===== src/rtl/debounce_scan_ctrl.sv =====
// Round-robin debounce controller: one shared prescaler services one channel per tick.
// Define DBSCAN_STICKY_IRQ_EN to add the sticky o_irq / i_irq_clr pair.
module debounce_scan_ctrl #(
  parameter  int N_CH        = 4,
  parameter  int SYNC_STAGES = 2,
  parameter  int PRESCALE_L2 = 8,
  parameter  int CNT_L2      = 4,
  localparam int CH_W        = (N_CH > 1) ? $clog2(N_CH) : 1
) (
  input  logic            i_clk,
  input  logic            i_rst_n,
  input  logic [N_CH-1:0] i_din,
  output logic [N_CH-1:0] o_state,
  output logic            o_evt_valid,
  output logic [CH_W-1:0] o_evt_ch,
  output logic            o_evt_rise,
  input  logic            i_evt_ready
`ifdef DBSCAN_STICKY_IRQ_EN
  ,
  output logic            o_irq,
  input  logic            i_irq_clr
`endif
);

  localparam logic [CH_W-1:0] LAST_CH = CH_W'(N_CH - 1);

  logic [N_CH-1:0]        sync_q [SYNC_STAGES];
  logic [N_CH-1:0]        s;
  logic [PRESCALE_L2-1:0] presc_q;
  logic                   tick;

  logic [CH_W-1:0]        ptr_q, ptr_d;
  logic [CNT_L2-1:0]      cnt_q [N_CH];
  logic [CNT_L2-1:0]      cnt_d [N_CH];
  logic [N_CH-1:0]        state_q, state_d;

  logic                   evt_valid_q;
  logic [CH_W-1:0]        evt_ch_q;
  logic                   evt_rise_q;

  logic s_cur, mismatch, cnt_full, flip, stall, advance, load;

  always_ff @(posedge i_clk or negedge i_rst_n) begin
    if (!i_rst_n) begin
      for (int k = 0; k < SYNC_STAGES; k++) sync_q[k] <= '0;
    end else begin
      sync_q[0] <= i_din;
      for (int k = 1; k < SYNC_STAGES; k++) sync_q[k] <= sync_q[k-1];
    end
  end

  assign s = sync_q[SYNC_STAGES-1];

  always_ff @(posedge i_clk or negedge i_rst_n) begin
    if (!i_rst_n) presc_q <= '0;
    else          presc_q <= presc_q + 1'b1;
  end

  assign tick = &presc_q;

  assign s_cur    = s[ptr_q];
  assign mismatch = s_cur ^ state_q[ptr_q];
  assign cnt_full = &cnt_q[ptr_q];
  assign flip     = tick & mismatch & cnt_full;
  // A flip that cannot be reported freezes the scan so the same channel retries next tick.
  assign stall    = flip & evt_valid_q & ~i_evt_ready;
  assign advance  = tick & ~stall;
  assign load     = flip & ~stall;

  assign ptr_d = !advance            ? ptr_q :
                 (ptr_q == LAST_CH)  ? '0    : ptr_q + 1'b1;

  for (genvar gi = 0; gi < N_CH; gi++) begin : g_ch
    logic sel;
    assign sel          = advance && (ptr_q == CH_W'(gi));
    assign cnt_d[gi]    = !sel                   ? cnt_q[gi] :
                          (mismatch && !cnt_full) ? cnt_q[gi] + 1'b1 : '0;
    assign state_d[gi]  = (sel && flip) ? s_cur : state_q[gi];
  end

  always_ff @(posedge i_clk or negedge i_rst_n) begin
    if (!i_rst_n) begin
      ptr_q   <= '0;
      state_q <= '0;
      for (int k = 0; k < N_CH; k++) cnt_q[k] <= '0;
    end else begin
      ptr_q   <= ptr_d;
      state_q <= state_d;
      for (int k = 0; k < N_CH; k++) cnt_q[k] <= cnt_d[k];
    end
  end

  // One-deep event slot; a load in the handshake cycle replaces it without a bubble.
  always_ff @(posedge i_clk or negedge i_rst_n) begin
    if (!i_rst_n) begin
      evt_valid_q <= 1'b0;
      evt_ch_q    <= '0;
      evt_rise_q  <= 1'b0;
    end else if (load) begin
      evt_valid_q <= 1'b1;
      evt_ch_q    <= ptr_q;
      evt_rise_q  <= s_cur;
    end else if (i_evt_ready) begin
      evt_valid_q <= 1'b0;
    end
  end

  assign o_state     = state_q;
  assign o_evt_valid = evt_valid_q;
  assign o_evt_ch    = evt_ch_q;
  assign o_evt_rise  = evt_rise_q;

`ifdef DBSCAN_STICKY_IRQ_EN
  logic irq_q;

  always_ff @(posedge i_clk or negedge i_rst_n) begin
    if (!i_rst_n)       irq_q <= 1'b0;
    else if (load)      irq_q <= 1'b1;
    else if (i_irq_clr) irq_q <= 1'b0;
  end

  assign o_irq = irq_q;
`endif

endmodule


===== config.mk =====
export PLATFORM = sky130hd
export DESIGN_NAME = debounce_scan_ctrl
export DESIGN_NICKNAME = d
export VERILOG_FILES = /design/src/rtl/debounce_scan_ctrl.sv
export SDC_FILE = /design/constraint.sdc
export NUM_CORES = 1
export LEC_CHECK = 0
export CAP_MARGIN = 10
export CORE_MARGIN = 3
export CORE_UTILIZATION = 37
export DETAILED_ROUTE_END_ITERATION = 10
export PLACE_DENSITY_LB_ADDON = 0.25
export SYNTH_ARGS = -nofsm -noshare
export SYNTH_HDL_FRONTEND = slang
export SYNTH_SLANG_ARGS = --single-unit

===== constraint.sdc =====
create_clock -name i_clk -period 6.1 [get_ports i_clk]
set_input_delay 0.915 -clock i_clk [delete_from_list [all_inputs] [get_ports i_clk]]
set_output_delay 0.915 -clock i_clk [all_outputs]
set_load 0.005 [all_outputs]

After elaboration in Yosys (flattened, before gate mapping)
Cells that the tools add are included.
{"block": "totals", "reg_bits": 42, "latchBits": 0, "mem_bits_rw": 0, "mem_bits_ro": 0, "in_bits": 7, "out_inout_bits": 8, "elab_cells": 64, "memories": 0}
{"block": "op_classes", "addsub": 6, "n_mul": 0, "n_div": 0, "n_lt_le_gt_ge": 2, "n_eq_ne": 3, "shifts": 0, "n_mux": 14, "bitwise": 10, "n_reduce_logical": 14}
{"cell": "$mux W4", "count": 6}
{"cell": "$add A4 B1 Y4 const B", "count": 4}
{"cell": "$logic_and A1 B1 Y1", "count": 9}
{"cell": "$add A8 B1 Y8 const B", "count": 1}
{"cell": "$bmux W4 S2", "count": 1}
{"cell": "$reduce_and A8 Y1", "count": 1}
{"cell": "$and A1 B1 Y1", "count": 6}
{"cell": "$bmux W1 S2", "count": 2}
{"cell": "$eq A2 B2 Y1 const B", "count": 2}
{"cell": "$mux W1", "count": 4}
{"cell": "$reduce_and A4 Y1", "count": 1}
{"cell": "$ge A3 B3 Y1 const B", "count": 1}
{"cell": "$lt A2 B3 Y1 const B", "count": 1}
{"cell": "$not A2 Y3", "count": 1}
{"cell": "$add A2 B1 Y2 const B", "count": 1}
{"cell": "$eq A2 B1 Y1 const B", "count": 1}
{"cell": "$logic_not A2 Y1", "count": 1}
{"cell": "$mux W2", "count": 1}
{"cell": "$not A1 Y1", "count": 2}
{"cell": "$reduce_bool A2 Y1", "count": 1}
{"cell": "$logic_not A1 Y1", "count": 1}
{"cell": "$xor A1 B1 Y1", "count": 1}

Logic depth before layout (Yosys ltp)
{"block": "logic_depth", "ltp_word": 12, "ltp_mapped": 8, "ltp_nobuf": 6}

Worst setup path after synthesis
No wires, ideal clock.
{"block": "synth_path", "path_kind": "reg2reg", "startpoint": "reg ptr_q[0]", "endpoint": "reg cnt_q[6] in the netlist's numbering", "setup_ns": 0.079, "arrival_time_ns": 2.107, "required_ns": 6.021, "path_slack_ns": 3.913, "path_stages_with_launch": 8, "path_buffers": 2, "period_less_slack_ns": 2.187, "cell_sequence": "dfrtp_1 buf_6 mux4_1 xnor2_2 or4_4 buf_6 nand2_2 o2bb2ai_1"}
{"block": "synth_between", "elab_chain_len": 11, "word_cells_on_any_way": 21, "classes_between": "eq/ne: 1; mux: 8; bitwise: 8; reduce/logical: 4"}
{"element": "start, declared", "line_no": "32", "source": "logic [CH_W-1:0] ptr_q, ptr_d;"}
{"element": "start signal, assigned", "line_no": "87", "source": "ptr_q <= ptr_d;"}
{"element": "$not A2 Y3 (implied by the code)", "line_no": "63", "source": "assign cnt_full = &cnt_q[ptr_q];"}
{"element": "$bmux W4 S2", "line_no": "63"}
{"element": "$mux W4 (implied by the code) (2 in a row)", "line_no": "63"}
{"element": "$reduce_and A4 Y1", "line_no": "63"}
{"element": "$and A1 B1 Y1", "line_no": "64", "source": "assign flip = tick & mismatch & cnt_full;"}
{"element": "$and A1 B1 Y1 (2 in a row)", "line_no": "66", "source": "assign stall = flip & evt_valid_q & ~i_evt_ready;"}
{"element": "$not A1 Y1", "line_no": "67", "source": "assign advance = tick & ~stall;"}
{"element": "$and A1 B1 Y1", "line_no": "67"}
{"element": "$logic_and A1 B1 Y1", "line_no": "75", "source": "assign sel = advance && (ptr_q == CH_W'(gi));"}
{"element": "end, declared", "line_no": "33", "source": "logic [CNT_L2-1:0] cnt_q [N_CH];"}
Several ways; a longest one is shown, not always the timed one. The select of a mux whose other input is x is not followed.
A chain may end at the register's enable or synchronous reset.

Worst setup path after layout
{"block": "layout_path", "startpoint": "reg ptr_q[0]", "endpoint": "reg cnt_q[4] in the netlist's numbering"}
The elaborated chain is that of the path after synthesis.

==> impl_metrics.tcl <==
set metrics [dict create \
    die_w_um 79.77 \
    cts_setup_buffers 0 \
    num_io_pins 15 \
    vias 1354 \
    fmax_mhz 374.4 \
    numCtsBuffers 5 \
    worst_slew_pin_slew_ps 977.7 \
    path_cells "mux4_1 > xnor2_2 > a21oi_1 > a21oi_1 > a31oi_1" \
    syn_nets 183 \
    ys_types 37 \
    grt_overflow 0 \
    crit_top_cell "a21oi_1" \
    root_buffer "clkbuf_8" \
    status "finished clean" \
    clk_pin_slew_ps 80 \
    crit_path_end_kind "flip-flop" \
    fp.dieArea_sq_um 6362 \
    final_common_cell "dfrtp_1" \
    cts_max_level 2 \
    yosysSeqAreaShare_pct 52.21 \
    fin_util_pct 44.15 \
    critical_path_class "flip-flop to flip-flop" \
    dpl.cell_count 244 \
    cp.required_ps 6310 \
    critPathLaunchType "flip-flop" \
    antenna_found_initial 0 \
    start_util_pct 38.92 \
    drtIter0Drc 126 \
    reg2reg_slack_ps 3430 \
    diodes 0 \
    p_total_uw 471.2 \
    critPathArrivalTime_ps 2880 \
    grt_pass1_vias 1415 \
    powerDensity_nw_per_um2 206.4 \
    insertion_delay_ps 290 \
    syn_area_per_cell_sq_um 12.05 \
    drive_gt1_share_pct 15.38 \
    hold_path_class "flip-flop to flip-flop" \
    vias_per_cell 5.373 \
    grt_first_pass_wirelength_mm 6.541 \
    vdd_drop_max_mv 0.1763 \
    dr.pass1.iters 4 \
    cpLargestDelayFamily "compound AO/OA/AOI/OAI gates" \
    reg2reg_to "cnt_q[4]$_DFFE_PN0P_" \
    critPathMaxFanout 11 \
    core_area_sq_um 5172 \
    ant_nets 0 \
    synth_top_area_share_pct 52.21 \
    hold_start "sync_q[5]$_DFF_PN0_" \
    p_leak_uw 0.0009470 \
    stdcell_count 252 \
    gp_congestion 0.8218 \
    fin_skew_ps 5.587 \
    layout_common_cells "42 x dfrtp_1, 13 x clkdlybuf4s50_1, 10 x nand3_1" \
    netlist_area_sq_um 2013 \
    ctsLongestPathBuffers 2 \
    groute.usage.overall_pct 13.15 \
    grt_max_degree 43 \
    routed_wl_mm 3.750 \
    drc 0 \
    die_h_um 79.77 \
    tns_ps 0 \
    min_period_ps 2671 \
    cpMaxStageDelayCell "a21oi_1" \
    min_path_cells 0 \
    cts_resized 0 \
    rows 26 \
    rsz0062_at_grt "false" \
    setup_viol 0 \
    synth_top_area_cell "dfrtp_1" \
    slew_headroom_pct 34.82 \
    maxCapViolCount 0 \
    synthTopCellsByArea "dfrtp_1 52%, ha_1 5.6%, mux2_2 4.5%, nand3_1 2.5%, o2bb2ai_1 2.2%" \
    cts_hold_buf 0 \
    hpwl_mm 2.763 \
    numPortBuffers 14 \
    ys_warn_count 0 \
    r2r_cells 5 \
    post-route-period-util_pct 43.78 \
    finalNetCount 197 \
    nFillCells 477 \
    slew_viol_final 0 \
    reg2reg_from "ptr_q[0]$_DFFE_PN0N_" \
    hold_viol_final 0 \
    drt-wirelength-per-cell_um 14.88 \
    synth_seq_cells 42 \
    cts_tree "done" \
    syn2layout_area_growth_pct 13.42 \
    synth_cells 167 \
    cpPeakStageDelay_ps 780 \
    cp_num_buf_inv 0 \
    cts.sinks 42 \
    hold_path_end "s[1]$_DFF_PN0_" \
]
## layout make-up
| type | count | area, sq um | area share (%) |
|---|---|---|---|
| tap | 70 | 87.58 | 3.836 |
| inverter | 5 | 18.77 | 0.8219 |
| clock buffer | 5 | 68.82 | 3.014 |
| clock inverter | 3 | 21.27 | 0.9315 |
| timing repair buffer | 14 | 135.1 | 5.918 |
| sequential | 42 | 1051 | 46.03 |
| multi-input combinational | 113 | 900.9 | 39.45 |
## report_power, final
group          switching (uW)  leakage [uW]  total (uW)  internal (uW)
Clock                    95.9     0.0000441         176           80.4
Combinational            9.05      0.000401        13.5           4.45
Sequential              0.684      0.000502         281            281
Total                     106      0.000947         471            366
## logic make-up (layout without fill, tap and decap cells)
logic type               count (synthesis)  after routing  synth area share [%]
flip-flops                              42             42                 52.21
AND/OR/NAND/NOR                         50             50                 14.98
XOR/XNOR                                 8              8                 3.854
buffers and inverters                   12             27                 3.045
adder cells (fa/ha/maj)                  9              9                 5.594
AO/OA/AOI/OAI                           34             34                 12.43
multiplexers                            12             12                 7.893
## sequential cells by signal (all words and copies together) (netlist names)
signal	cells
cnt_q	16
o_evt_ch	2
o_evt_rise	1
o_evt_valid	1
o_state	4
presc_q	8
ptr_q	2
s	4
sync_q	4
## metrics by stage
step	cell area (sq um)	worst slack (ps)	hold WS, ps
final	2283	3429	353.7
after global routing	2283	3265	361.2
after CTS	2283	3442	356.2
after detailed placement	2193	3455	336.3
after global placement	2193	3523	334.2
after floorplan	2013	3913	331.2
## worst register-to-register path, stage by stage, from the launching register on
cell and delay [ps]:
dfrtp_1 580, mux4_1 690, xnor2_2 210, a21oi_1 780, a21oi_1 160, a31oi_1 180
## worst max-delay path by stage
stage                         start                endpoint  slack [ps]  cells past startpoint
3_3_place_gp            i_evt_ready  o_state[1]$_DFFE_PN0P_        3520                      6
3_5_place_dp            i_evt_ready  o_state[1]$_DFFE_PN0P_        3450                      6
4_1_cts        ptr_q[0]$_DFFE_PN0N_    cnt_q[4]$_DFFE_PN0P_        3440                      5
5_1_grt        ptr_q[0]$_DFFE_PN0N_    cnt_q[0]$_DFFE_PN0P_        3260                      5
2_1_floorplan  ptr_q[0]$_DFFE_PN0N_    cnt_q[6]$_DFFE_PN0P_        3910                      7
6_report       ptr_q[0]$_DFFE_PN0N_    cnt_q[4]$_DFFE_PN0P_        3430                      5
## routing by layer
layer	part of all wire, %	track usage [%]	vias up	routed length (um)
li1	-	-	642	-
met1	44	16.86	669	1655
met2	50	22.04	41	1860
met3	5.7	3.047	2	212
met4	0.56	4.054	0	21
met5	0	0	-	0
## Yosys cell counts
cell type and number:
o2bb2ai_1 5, clkbuf_1 4, a21bo_2 1, a32o_1 4
mux2i_1 2, nand2_1 9, ha_1 9, nand4_1 3
nor4_4 1, nand2_4 3, inv_1 5, and2_1 4
xnor2_2 1, nand2b_1 3, xnor2_1 2, nor2_1 6
mux4_2 1, and4_1 2, a31oi_1 4, nor4_1 1
xor2_1 5, and3_1 3, nand2_2 1, dfrtp_1 42
o21ai_0 5, or4_4 1, nand3_1 10, o221a_2 2
or4_1 1, a21oi_1 8, mux2_2 8, o221ai_1 2
buf_6 2, buf_2 1, a22o_1 3, mux4_1 1
nor3_1 2
No activity file was read; power rests on OpenSTA's default activity.
